### config.mk
export PLATFORM = sky130hd
export DESIGN_NAME = arduino_fb_writer_flat
export DESIGN_NICKNAME = d
export VERILOG_FILES = /design/src/rtl/arduino_fb_writer_pkg.sv /design/src/rtl/arduino_fb_writer_if.sv /design/src/rtl/arduino_fb_writer_strobe_sync.sv /design/src/rtl/arduino_fb_writer.sv /design/src/flat_wrapper.sv
export SDC_FILE = /design/constraint.sdc
export NUM_CORES = 1
export LEC_CHECK = 0
export CORE_MARGIN = 1
export CORE_UTILIZATION = 50
export CTS_CLUSTER_DIAMETER = 60
export DETAILED_ROUTE_END_ITERATION = 12
export GPL_TIMING_DRIVEN = 1
export PLACE_DENSITY = 0.73
export SYNTH_ARGS = -nofsm -noshare
export SYNTH_HDL_FRONTEND = slang
export SYNTH_HIERARCHICAL = 1
export SYNTH_SLANG_ARGS = --single-unit
export TNS_END_PERCENT = 5
### constraint.sdc
create_clock -name clk -period 1.85 [get_ports clk]
set_input_delay 0.185 -clock clk [delete_from_list [all_inputs] [get_ports clk]]
set_output_delay 0.185 -clock clk [all_outputs]
set_load 0.005 [all_outputs]
### src/rtl/arduino_fb_writer_pkg.sv
// arduino_fb_writer shared definitions
// frame geometry, op codes, FSM states, byte fields
package fb_pkg;

  localparam int FB_W      = 40;
  localparam int FB_H      = 30;
  localparam int FB_DEPTH  = FB_W * FB_H;
  localparam int FB_ADDR_W = 11;

  typedef enum logic [1:0] {
    OP_NOP  = 2'b00,
    OP_WR   = 2'b01,
    OP_FILL = 2'b10,
    OP_CLR  = 2'b11
  } op_e;

  typedef enum logic [1:0] {
    IDLE,
    HAVE_B0,
    PEND,
    FILL
  } state_e;

  localparam int B0_OP_HI = 7;
  localparam int B0_OP_LO = 6;
  localparam int B0_X_HI  = 5;
  localparam int B0_X_LO  = 0;
  localparam int B1_C_HI  = 7;
  localparam int B1_C_LO  = 6;
  localparam int B1_Y_HI  = 4;
  localparam int B1_Y_LO  = 0;

endpackage

### src/rtl/arduino_fb_writer_if.sv
// frame-buffer write port bundle
// master drives, memory mux side listens
interface arduino_fb_writer_if;
  import fb_pkg::*;

  logic [FB_ADDR_W-1:0] mem_addr;
  logic [1:0]           mem_wdata;
  logic                 mem_we;

  modport master (
    output mem_addr,
    output mem_wdata,
    output mem_we
  );

  modport slave (
    input mem_addr,
    input mem_wdata,
    input mem_we
  );

endinterface

### src/rtl/arduino_fb_writer_strobe_sync.sv
// strobe synchronizer with rising-edge detect
// byte_valid is a single-cycle pulse per strobe rise
module strobe_sync #(
  parameter int STAGES = 2
) (
  input  logic clk,
  input  logic rst,
  input  logic strobe,
  output logic byte_valid
);

  logic [STAGES-1:0] r_sync;
  logic              r_prev;

  // shift strobe through the sync chain, keep last value
  always_ff @(posedge clk) begin
    if (rst) begin
      r_sync <= '0;
      r_prev <= 1'b0;
    end else begin
      r_sync[0] <= strobe;
      for (int i = 1; i < STAGES; i++)
        r_sync[i] <= r_sync[i-1];
      r_prev <= r_sync[STAGES-1];
    end
  end

  assign byte_valid = r_sync[STAGES-1] & ~r_prev;

endmodule

### src/rtl/arduino_fb_writer.sv
// Arduino byte-command to frame-buffer writer
// writes only while the display is inactive
import fb_pkg::*;

module arduino_fb_writer #(
  parameter int FB_W        = 40,
  parameter int FB_H        = 30,
  parameter int SYNC_STAGES = 2
) (
  input  logic                clk,
  input  logic                rst,
  input  logic                strobe,
  input  logic [7:0]          bus_in,
  input  logic                active,
  arduino_fb_writer_if.master mem,
  output logic                busy,
  output logic                err_range,
  output logic                err_ovf
);

  localparam int DEPTH = FB_W * FB_H;
  localparam logic [FB_ADDR_W-1:0] LAST =
    FB_ADDR_W'(DEPTH - 1);

  logic w_bv;

  strobe_sync #(
    .STAGES(SYNC_STAGES)
  ) u_sync (
    .clk       (clk),
    .rst       (rst),
    .strobe    (strobe),
    .byte_valid(w_bv)
  );

  state_e               r_state, w_state_nxt;
  logic [7:0]           r_b0, w_b0_nxt;
  logic [FB_ADDR_W-1:0] r_addr, w_addr_nxt;
  logic [1:0]           r_color, w_color_nxt;
  logic [FB_ADDR_W-1:0] r_cnt, w_cnt_nxt;
  logic                 r_err_range, w_err_range_nxt;
  logic                 r_err_ovf, w_err_ovf_nxt;
  logic                 r_we, w_we_nxt;
  logic [FB_ADDR_W-1:0] r_mem_addr, w_mem_addr_nxt;
  logic [1:0]           r_mem_wdata, w_mem_wdata_nxt;

  op_e                  w_op;
  logic [5:0]           w_x;
  logic [4:0]           w_y;
  logic [1:0]           w_col;
  logic                 w_in_range;
  logic [FB_ADDR_W-1:0] w_pix;
  logic                 w_unused;

  // B1 is decoded straight off the bus in its capture cycle
  assign w_op  = op_e'(r_b0[B0_OP_HI:B0_OP_LO]);
  assign w_x   = r_b0[B0_X_HI:B0_X_LO];
  assign w_y   = bus_in[B1_Y_HI:B1_Y_LO];
  assign w_col = bus_in[B1_C_HI:B1_C_LO];
  assign w_unused = bus_in[5];

  assign w_in_range = (int'(w_x) < FB_W) &&
                      (int'(w_y) < FB_H);
  assign w_pix = FB_ADDR_W'(w_y) * FB_ADDR_W'(FB_W)
               + FB_ADDR_W'(w_x);

  // next-state, flag and registered-output logic
  always_comb begin
    w_state_nxt     = r_state;
    w_b0_nxt        = r_b0;
    w_addr_nxt      = r_addr;
    w_color_nxt     = r_color;
    w_cnt_nxt       = r_cnt;
    w_err_range_nxt = r_err_range;
    w_err_ovf_nxt   = r_err_ovf;
    w_we_nxt        = 1'b0;
    w_mem_addr_nxt  = '0;
    w_mem_wdata_nxt = '0;
    unique case (r_state)
      IDLE: begin
        if (w_bv) begin
          w_b0_nxt    = bus_in;
          w_state_nxt = HAVE_B0;
        end
      end
      HAVE_B0: begin
        if (w_bv) begin
          w_state_nxt = IDLE;
          unique case (w_op)
            OP_NOP: ;
            OP_CLR: begin
              w_err_range_nxt = 1'b0;
              w_err_ovf_nxt   = 1'b0;
            end
            OP_WR: begin
              if (w_in_range) begin
                w_addr_nxt  = w_pix;
                w_color_nxt = w_col;
                w_state_nxt = PEND;
              end else begin
                w_err_range_nxt = 1'b1;
              end
            end
            OP_FILL: begin
              w_cnt_nxt   = '0;
              w_color_nxt = w_col;
              w_state_nxt = FILL;
            end
            default: ;
          endcase
        end
      end
      PEND: begin
        if (w_bv)
          w_err_ovf_nxt = 1'b1;
        if (!active) begin
          w_we_nxt        = 1'b1;
          w_mem_addr_nxt  = r_addr;
          w_mem_wdata_nxt = r_color;
          w_state_nxt     = IDLE;
        end
      end
      FILL: begin
        if (w_bv)
          w_err_ovf_nxt = 1'b1;
        if (!active) begin
          w_we_nxt        = 1'b1;
          w_mem_addr_nxt  = r_cnt;
          w_mem_wdata_nxt = r_color;
          if (r_cnt == LAST)
            w_state_nxt = IDLE;
          else
            w_cnt_nxt = r_cnt + 1'b1;
        end
      end
      default: w_state_nxt = IDLE;
    endcase
  end

  // state, datapath and output registers
  always_ff @(posedge clk) begin
    if (rst) begin
      r_state     <= IDLE;
      r_b0        <= '0;
      r_addr      <= '0;
      r_color     <= '0;
      r_cnt       <= '0;
      r_err_range <= 1'b0;
      r_err_ovf   <= 1'b0;
      r_we        <= 1'b0;
      r_mem_addr  <= '0;
      r_mem_wdata <= '0;
    end else begin
      r_state     <= w_state_nxt;
      r_b0        <= w_b0_nxt;
      r_addr      <= w_addr_nxt;
      r_color     <= w_color_nxt;
      r_cnt       <= w_cnt_nxt;
      r_err_range <= w_err_range_nxt;
      r_err_ovf   <= w_err_ovf_nxt;
      r_we        <= w_we_nxt;
      r_mem_addr  <= w_mem_addr_nxt;
      r_mem_wdata <= w_mem_wdata_nxt;
    end
  end

  assign mem.mem_we    = r_we;
  assign mem.mem_addr  = r_mem_addr;
  assign mem.mem_wdata = r_mem_wdata;
  assign busy      = (r_state == PEND) ||
                     (r_state == FILL);
  assign err_range = r_err_range;
  assign err_ovf   = r_err_ovf;

endmodule

### src/flat_wrapper.sv
// flat-port wrapper written by rule: the top's interface ports become plain ports
module arduino_fb_writer_flat 
#(
  parameter int FB_W        = 40,
  parameter int FB_H        = 30,
  parameter int SYNC_STAGES = 2
)
  (clk, rst, strobe, bus_in, active, busy, err_range, err_ovf, mem_mem_addr, mem_mem_wdata, mem_mem_we);
  arduino_fb_writer_if mem_i ();
  input  logic clk;
  input  logic rst;
  input  logic strobe;
  input  logic [7:0] bus_in;
  input  logic active;
  output logic busy;
  output logic err_range;
  output logic err_ovf;
  output wire logic [$bits(mem_i.mem_addr)-1:0] mem_mem_addr;
  output wire logic [$bits(mem_i.mem_wdata)-1:0] mem_mem_wdata;
  output wire logic [$bits(mem_i.mem_we)-1:0] mem_mem_we;
  assign mem_mem_addr = mem_i.mem_addr;
  assign mem_mem_wdata = mem_i.mem_wdata;
  assign mem_mem_we = mem_i.mem_we;
  arduino_fb_writer #(.FB_W(FB_W), .FB_H(FB_H), .SYNC_STAGES(SYNC_STAGES)) u_core (.clk(clk), .rst(rst), .strobe(strobe), .bus_in(bus_in), .active(active), .mem(mem_i), .busy(busy), .err_range(err_range), .err_ovf(err_ovf));
endmodule
==> results.json, run 1 <==
{
  "outcome": "finished, final reports clean",
  "yosys_warnings": 6,
  "whs_path_depth": 4,
  "ys_seq_area_share_pct": 42.4,
  "syn_area_mm2": 0.00250,
  "rr_startpoint": "u_core/r_b0[6]",
  "final-hold-violation-count": 0,
  "drt_wl_total_um": 5130,
  "finalSetupViolCount": 0,
  "die_y_um": 72.8,
  "post-route-min-period_ns": 1.76,
  "crit_path_max_fanout": 6,
  "synthTopCellsByCount": "dfxtp_1, nor2_1, a21oi_1",
  "syn_area_per_cell_um2": 9.27,
  "syn_to_final_growth_pct": 27.6,
  "dpl.hpwl_um": 3820,
  "io_pins": 29,
  "regToRegSetupSlack_ns": 0.09,
  "first_global_vias": 1935,
  "power_density_mw_per_mm2": 630,
  "worstHoldEndpoint": "u_core/r_b0[1]",
  "numCtsBuffers": 5,
  "yosysTopAreaCell": "dfxtp_1",
  "grt_pass1_wl_um": 8640,
  "hold_path_startpoint": "bus_in[1]",
  "vias": 2113,
  "clkLatencyLatePin_ns": 0.30,
  "vias_per_cell": 5.38,
  "vdd.ir_drop.worst_v": 0.000459,
  "max-slew-margin-rel_pct": 67.9,
  "reg2regPathDepth": 7,
  "grt_start_max_net_pins": 20,
  "arrival_ns": 2.01,
  "synth.most_common_cell": "dfxtp_1",
  "ant_nets": 0,
  "drive_gt1_share_pct": 19.3,
  "leakagePower_nw": 1.14,
  "syn_nets": 297,
  "whs_ns": 0.317,
  "firstDrtPassIters": 4,
  "synth_area_leaders": "dfxtp_1, mux2i_1, ha_1",
  "worst_pin_slew_ns": 0.478,
  "place_congestion": 0.819,
  "dr.first_iter.drc_count": 167,
  "critPathLaunchType": "flip-flop",
  "synth_top_area_share_pct": 42.4,
  "instances_no_fill": 393,
  "cts_tree": "yes",
  "ys_types": 48,
  "layout.nets": 352,
  "critPathRequiredTime_ns": 2.09,
  "period_share_pct": 95.4,
  "r2r-end": "u_core/r_cnt[10]",
  "end_kind": "flip-flop",
  "cts-root-buf": "clkbuf_8",
  "start_util_pct": 52.3,
  "remaining_drc_errors": 0,
  "overflow": 0,
  "die_area_mm2": 0.00529,
  "grtUsageTotal_pct": 21.1,
  "worst-setup-path-type": "flip-flop to flip-flop",
  "synth_edf_count": 0,
  "h-tree-depth": 2,
  "dp_cells": 384,
  "antenna_found_initial": 0,
  "rows": 25,
  "path_clk_slew_ns": 0.09,
  "wire_per_inst_um": 13.1,
  "io_buffers": 28,
  "drv_slew": 0,
  "num_antenna_cells": 0,
  "max_freq_mhz": 567,
  "fp.dieW_um": 72.8,
  "fin_skew_ns": 0.00358,
  "drv_cap": 0,
  "core_area_mm2": 0.00479,
  "ys_seq_elements": 53,
  "ys_async_sr_fraction_pct": 0,
  "min_path_type": "input pin to flip-flop",
  "clockBufferDepth": 2,
  "cts.sinks": 53,
  "synth_ff_type": "dfxtp_1",
  "syn_inst": 270
}
-- worst max-delay path by stage --
stage / to / cells past startpoint / startpoint / slack (ns)
after CTS: u_core/r_addr[10] / 8 / bus_in[2] / 0.01
final: u_core/r_cnt[10] / 7 / u_core/r_b0[6] / 0.09
after detailed placement: u_core/r_addr[10] / 8 / bus_in[1] / -0.62
after global placement: u_core/r_addr[10] / 8 / bus_in[1] / -0.55
after global routing: u_core/r_addr[9] / 6 / u_core/r_b0[3] / -0.002
after floorplan: u_core/r_addr[10] / 7 / bus_in[1] / -0.01
-- critical path, stage by stage, from the launching register on --
cell	delay (ns)
dfxtp_2	0.34
inv_2	0.06
ha_2	0.18
and3b_2	0.22
o2111ai_1	0.11
buf_4	0.18
or4_4	0.51
a21oi_2	0.12
-- layer usage --
metal	wire length, um	share of wire [%]	GRT usage (%)	vias up
met5	0	0	0	-
met1	2490	49	27.1	992
met2	2440	47	34.3	35
li1	-	-	-	1078
met3	122	2.4	4.56	8
met4	78	1.5	8.93	0
-- logic make-up (layout without fill, tap and decap cells) --
family          after synthesis  count (layout)  synth area share (%)
fa+ha+maj                    15              15                  8.10
xor+xnor                      4               4                  1.40
compound gates               61              61                  14.7
buf+inv                      20              76                  3.75
mux                          19              19                  7.60
simple gates                 98              98                  22.0
flops                        53              53                  42.4
-- power by group --
part | switching (mW) | internal (mW) | total (mW)
clock network | 0.349 | 0.270 | 0.619
registers | 0.00776 | 1.15 | 1.16
logic | 0.112 | 0.126 | 0.238
total | 0.469 | 1.55 | 2.01
-- sequential cells by signal, summed over array words and instances, names as in the netlist --
name,cells
u_core/r_cnt,11
u_core/mem.mem_we,1
u_core/r_state,2
u_core/u_sync/r_prev,1
u_core/u_sync/r_sync,2
u_core/r_addr,11
u_core/err_range,1
u_core/r_b0,8
u_core/mem.mem_wdata,2
u_core/err_ovf,1
u_core/mem.mem_addr,11
u_core/r_color,2
-- placed cells by master, fill, tap and decap left out, types with 2 or more instances in the layout --
master / count
nor2b_1: 4
mux2i_1: 19
o31ai_1: 6
nand2b_1: 7
ha_4: 3
nand4_1: 5
ha_2: 2
nand3_1: 4
o21bai_1: 2
dfxtp_1: 52
a21o_1: 3
inv_1: 6
buf_4: 33
a21oi_2: 2
nand2_1: 17
a21oi_1: 23
clkbuf_8: 5
clkbuf_1: 3
clkbuf_2: 2
and2_1: 3
o21ai_0: 11
clkdlybuf4s50_1: 23
or3_1: 6
or4_1: 5
a211oi_1: 6
nor3_1: 2
ha_1: 8
xnor2_1: 3
nor2_1: 26
nand3b_1: 3
-- final cells by class --
class,count,area [um^2]
Tap cell,67,83.8
Fill cell,391,1590
Clock buffer,8,80.1
Sequential cell,53,1060
Multi-Input combinational cell,197,1430
Timing Repair Buffer,61,512
Inverter,7,26.3
-- through the flow --
| stage | util, % | setup WS (ns) | TNS [ns] | power (mW) | instance area (um^2) |
|---|---|---|---|---|---|
| 2_1_floorplan | - | -0.0138 | -0.0138 | 1.30 | 2510 |
| 3_3_place_gp | 63.7 | -0.550 | -1.86 | 1.39 | 3050 |
| 3_5_place_dp | 63.7 | -0.623 | -2.23 | 1.40 | 3050 |
| 4_1_cts | 66.1 | 0.0108 | 0 | 2.01 | 3160 |
| 5_1_grt | 66.8 | -0.00193 | -0.00193 | 2.10 | 3200 |
| 6_report | 66.8 | 0.0853 | 0 | 2.01 | 3200 |
-- what timing repair did --
| item | 4_1_cts | 5_1_grt |
|---|---|---|
| setup endpoints to repair | 4 | 6 |
| resized for setup | 13 | 17 |
| buffers inserted | 1 | 0 |
| pin swaps | 7 | 6 |
| hold buffers | 0 | 0 |
| gates cloned | 0 | 0 |
Note: power is estimated with default switching activity, not from simulation.
==> inputs of run 2 (changes only) <==
--- a/config.mk
+++ b/config.mk
@@ -5,10 +5,12 @@
 export SDC_FILE = /design/constraint.sdc
 export NUM_CORES = 1
 export LEC_CHECK = 0
+export CORE_ASPECT_RATIO = 0.6
 export CORE_MARGIN = 1
 export CORE_UTILIZATION = 50
 export CTS_CLUSTER_DIAMETER = 60
 export DETAILED_ROUTE_END_ITERATION = 12
+export GPL_ROUTABILITY_DRIVEN = 0
 export GPL_TIMING_DRIVEN = 1
 export PLACE_DENSITY = 0.73
 export SYNTH_ARGS = -nofsm -noshare
==> results.json, run 2 (synthesized netlist as in run 1, its figures left out) <==
{
  "power_density_mw_per_mm2": 660,
  "drv_slew": 0,
  "grtUsageTotal_pct": 22.9,
  "ant_nets": 0,
  "grt_start_max_net_pins": 19,
  "dr.first_iter.drc_count": 117,
  "die_y_um": 56.8,
  "rsz0062_at_grt": "true",
  "drv_cap": 0,
  "vias_per_cell": 5.41,
  "clockBufferDepth": 2,
  "remaining_drc_errors": 0,
  "leakagePower_nw": 1.14,
  "final_area_mm2": 0.00321,
  "arrival_ns": 2.04,
  "h-tree-depth": 2,
  "worst_pin_slew_ns": 0.399,
  "grt_pass1_wl_um": 9280,
  "max-slew-margin-rel_pct": 73.2,
  "vias": 2101,
  "worst-setup-path-type": "input pin to flip-flop",
  "overflow": 0,
  "route.met3.wl_um": 217,
  "syn_to_final_growth_pct": 28.1,
  "cpPeakStageDelay_ns": 0.59,
  "outcome": "finished, final reports clean",
  "firstDrtPassIters": 4,
  "cts-root-buf": "clkbuf_8",
  "post_cts_buffers": 0,
  "cpMaxStageDelayCell": "fa_2",
  "cts_tree": "yes",
  "fin_tns_setup_ns": 0,
  "route.met2.wl_um": 2310,
  "crit_path_max_fanout": 3,
  "io_buffers": 28,
  "min_path_type": "input pin to flip-flop",
  "fp.dieW_um": 93.4,
  "layout_commonest_cell": "dfxtp_1",
  "post-route-min-period_ns": 1.81,
  "layout.nets": 351,
  "io_pins": 29,
  "cts.sinks": 53,
  "antenna_found_initial": 0,
  "final_cell_mix": "dfxtp_1, buf_4, nor2_1",
  "period_share_pct": 97.6,
  "critPathRequiredTime_ns": 2.08,
  "fillCellCount": 359,
  "fin_skew_ns": 0.0153,
  "clkLatencyLatePin_ns": 0.32,
  "drt_wl_total_um": 5510,
  "critPathLaunchType": "input pin",
  "path_clk_slew_ns": 0.09,
  "vdd.ir_drop.worst_v": 0.000359,
  "dpl.hpwl_um": 4160,
  "start_util_pct": 53.5,
  "met1_length_um": 2930,
  "max_freq_mhz": 554,
  "die_area_mm2": 0.00530,
  "end_kind": "flip-flop",
  "final-hold-violation-count": 0,
  "drive_gt1_share_pct": 17.5,
  "wire_per_inst_um": 14.2,
  "placed_cell_area_mm2": 0.00305,
  "finalSetupViolCount": 0,
  "top_layer": "met4",
  "num_antenna_cells": 0,
  "core_area_mm2": 0.00468,
  "whs_ns": 0.378,
  "worstPathCellList": "dlygate4sd2_1 -> ha_2 -> ha_2 -> fa_2 -> o211ai_1 -> nor3_2 -> a32oi_1 -> a211oi_1",
  "numCtsBuffers": 5,
  "first_global_vias": 1976,
  "critPathMostFrequentCell": "ha_2",
  "rows": 19
}
## run 2: layout make-up
type / instances / area (um^2) / share of cell area (%)
clock buffers: 7 / 96.3 / 3.00
clock inverters: 1 / 5.00 / 0.156
inverters: 7 / 26.3 / 0.819
multi-input cells: 197 / 1410 / 43.9
flip-flops and latches: 53 / 1060 / 33.1
well taps: 63 / 78.8 / 2.46
repair buffers: 60 / 533 / 16.6
## run 2: stage by stage
step           power (mW)  utilization, %  cells  setup slack [ns]
2_1_floorplan        1.30               -    270           -0.0138
3_3_place_gp         1.40            65.2    380            -0.584
3_5_place_dp         1.40            65.2    380            -0.623
4_1_cts              2.13            68.3    388           0.00167
5_1_grt              2.19            68.5    388           -0.0169
6_report             2.12            68.5    388            0.0442
## run 2: power by group
part / total, mW / switching, mW / internal [mW]
logic: 0.237 / 0.112 / 0.125
clock network: 0.722 / 0.383 / 0.339
registers: 1.16 / 0.00800 / 1.15
total: 2.12 / 0.503 / 1.61
## run 2: repair_timing
action                                  in CTS  in global routing
resized for setup                           17                  2
hold endpoints to repair                     0                  0
endpoints found under the setup margin       4                  5
pin swaps                                    8                  2
hold buffers                                 0                  0
## run 2: worst max-delay path: cells and delay by family
family                     cells  cell delay, ns
AOI/OAI and AO/OA              3            0.44
adders and majority gates      3            0.98
buffers and inverters          1            0.26
and+or+nand+nor                1            0.17
## run 2: path summary, 6_finish.rpt
check | from | to | slack [ns] | cells past startpoint
min | bus_in[3] | u_core/r_b0[3] | 0.38 | 4
max | bus_in[0] | u_core/r_addr[10] | 0.04 | 8
max reg2reg | u_core/r_b0[6] | u_core/r_cnt[9] | 0.11 | 7
min reg2reg | u_core/u_sync/r_sync[0] | u_core/u_sync/r_sync[1] | 0.44 | 1
## run 2: metal layers
metal,vias up,track usage (%)
met1,971,33.4
li1,1084,-
met5,-,0
met4,0,7.25
met2,41,33.7
met3,5,4.88
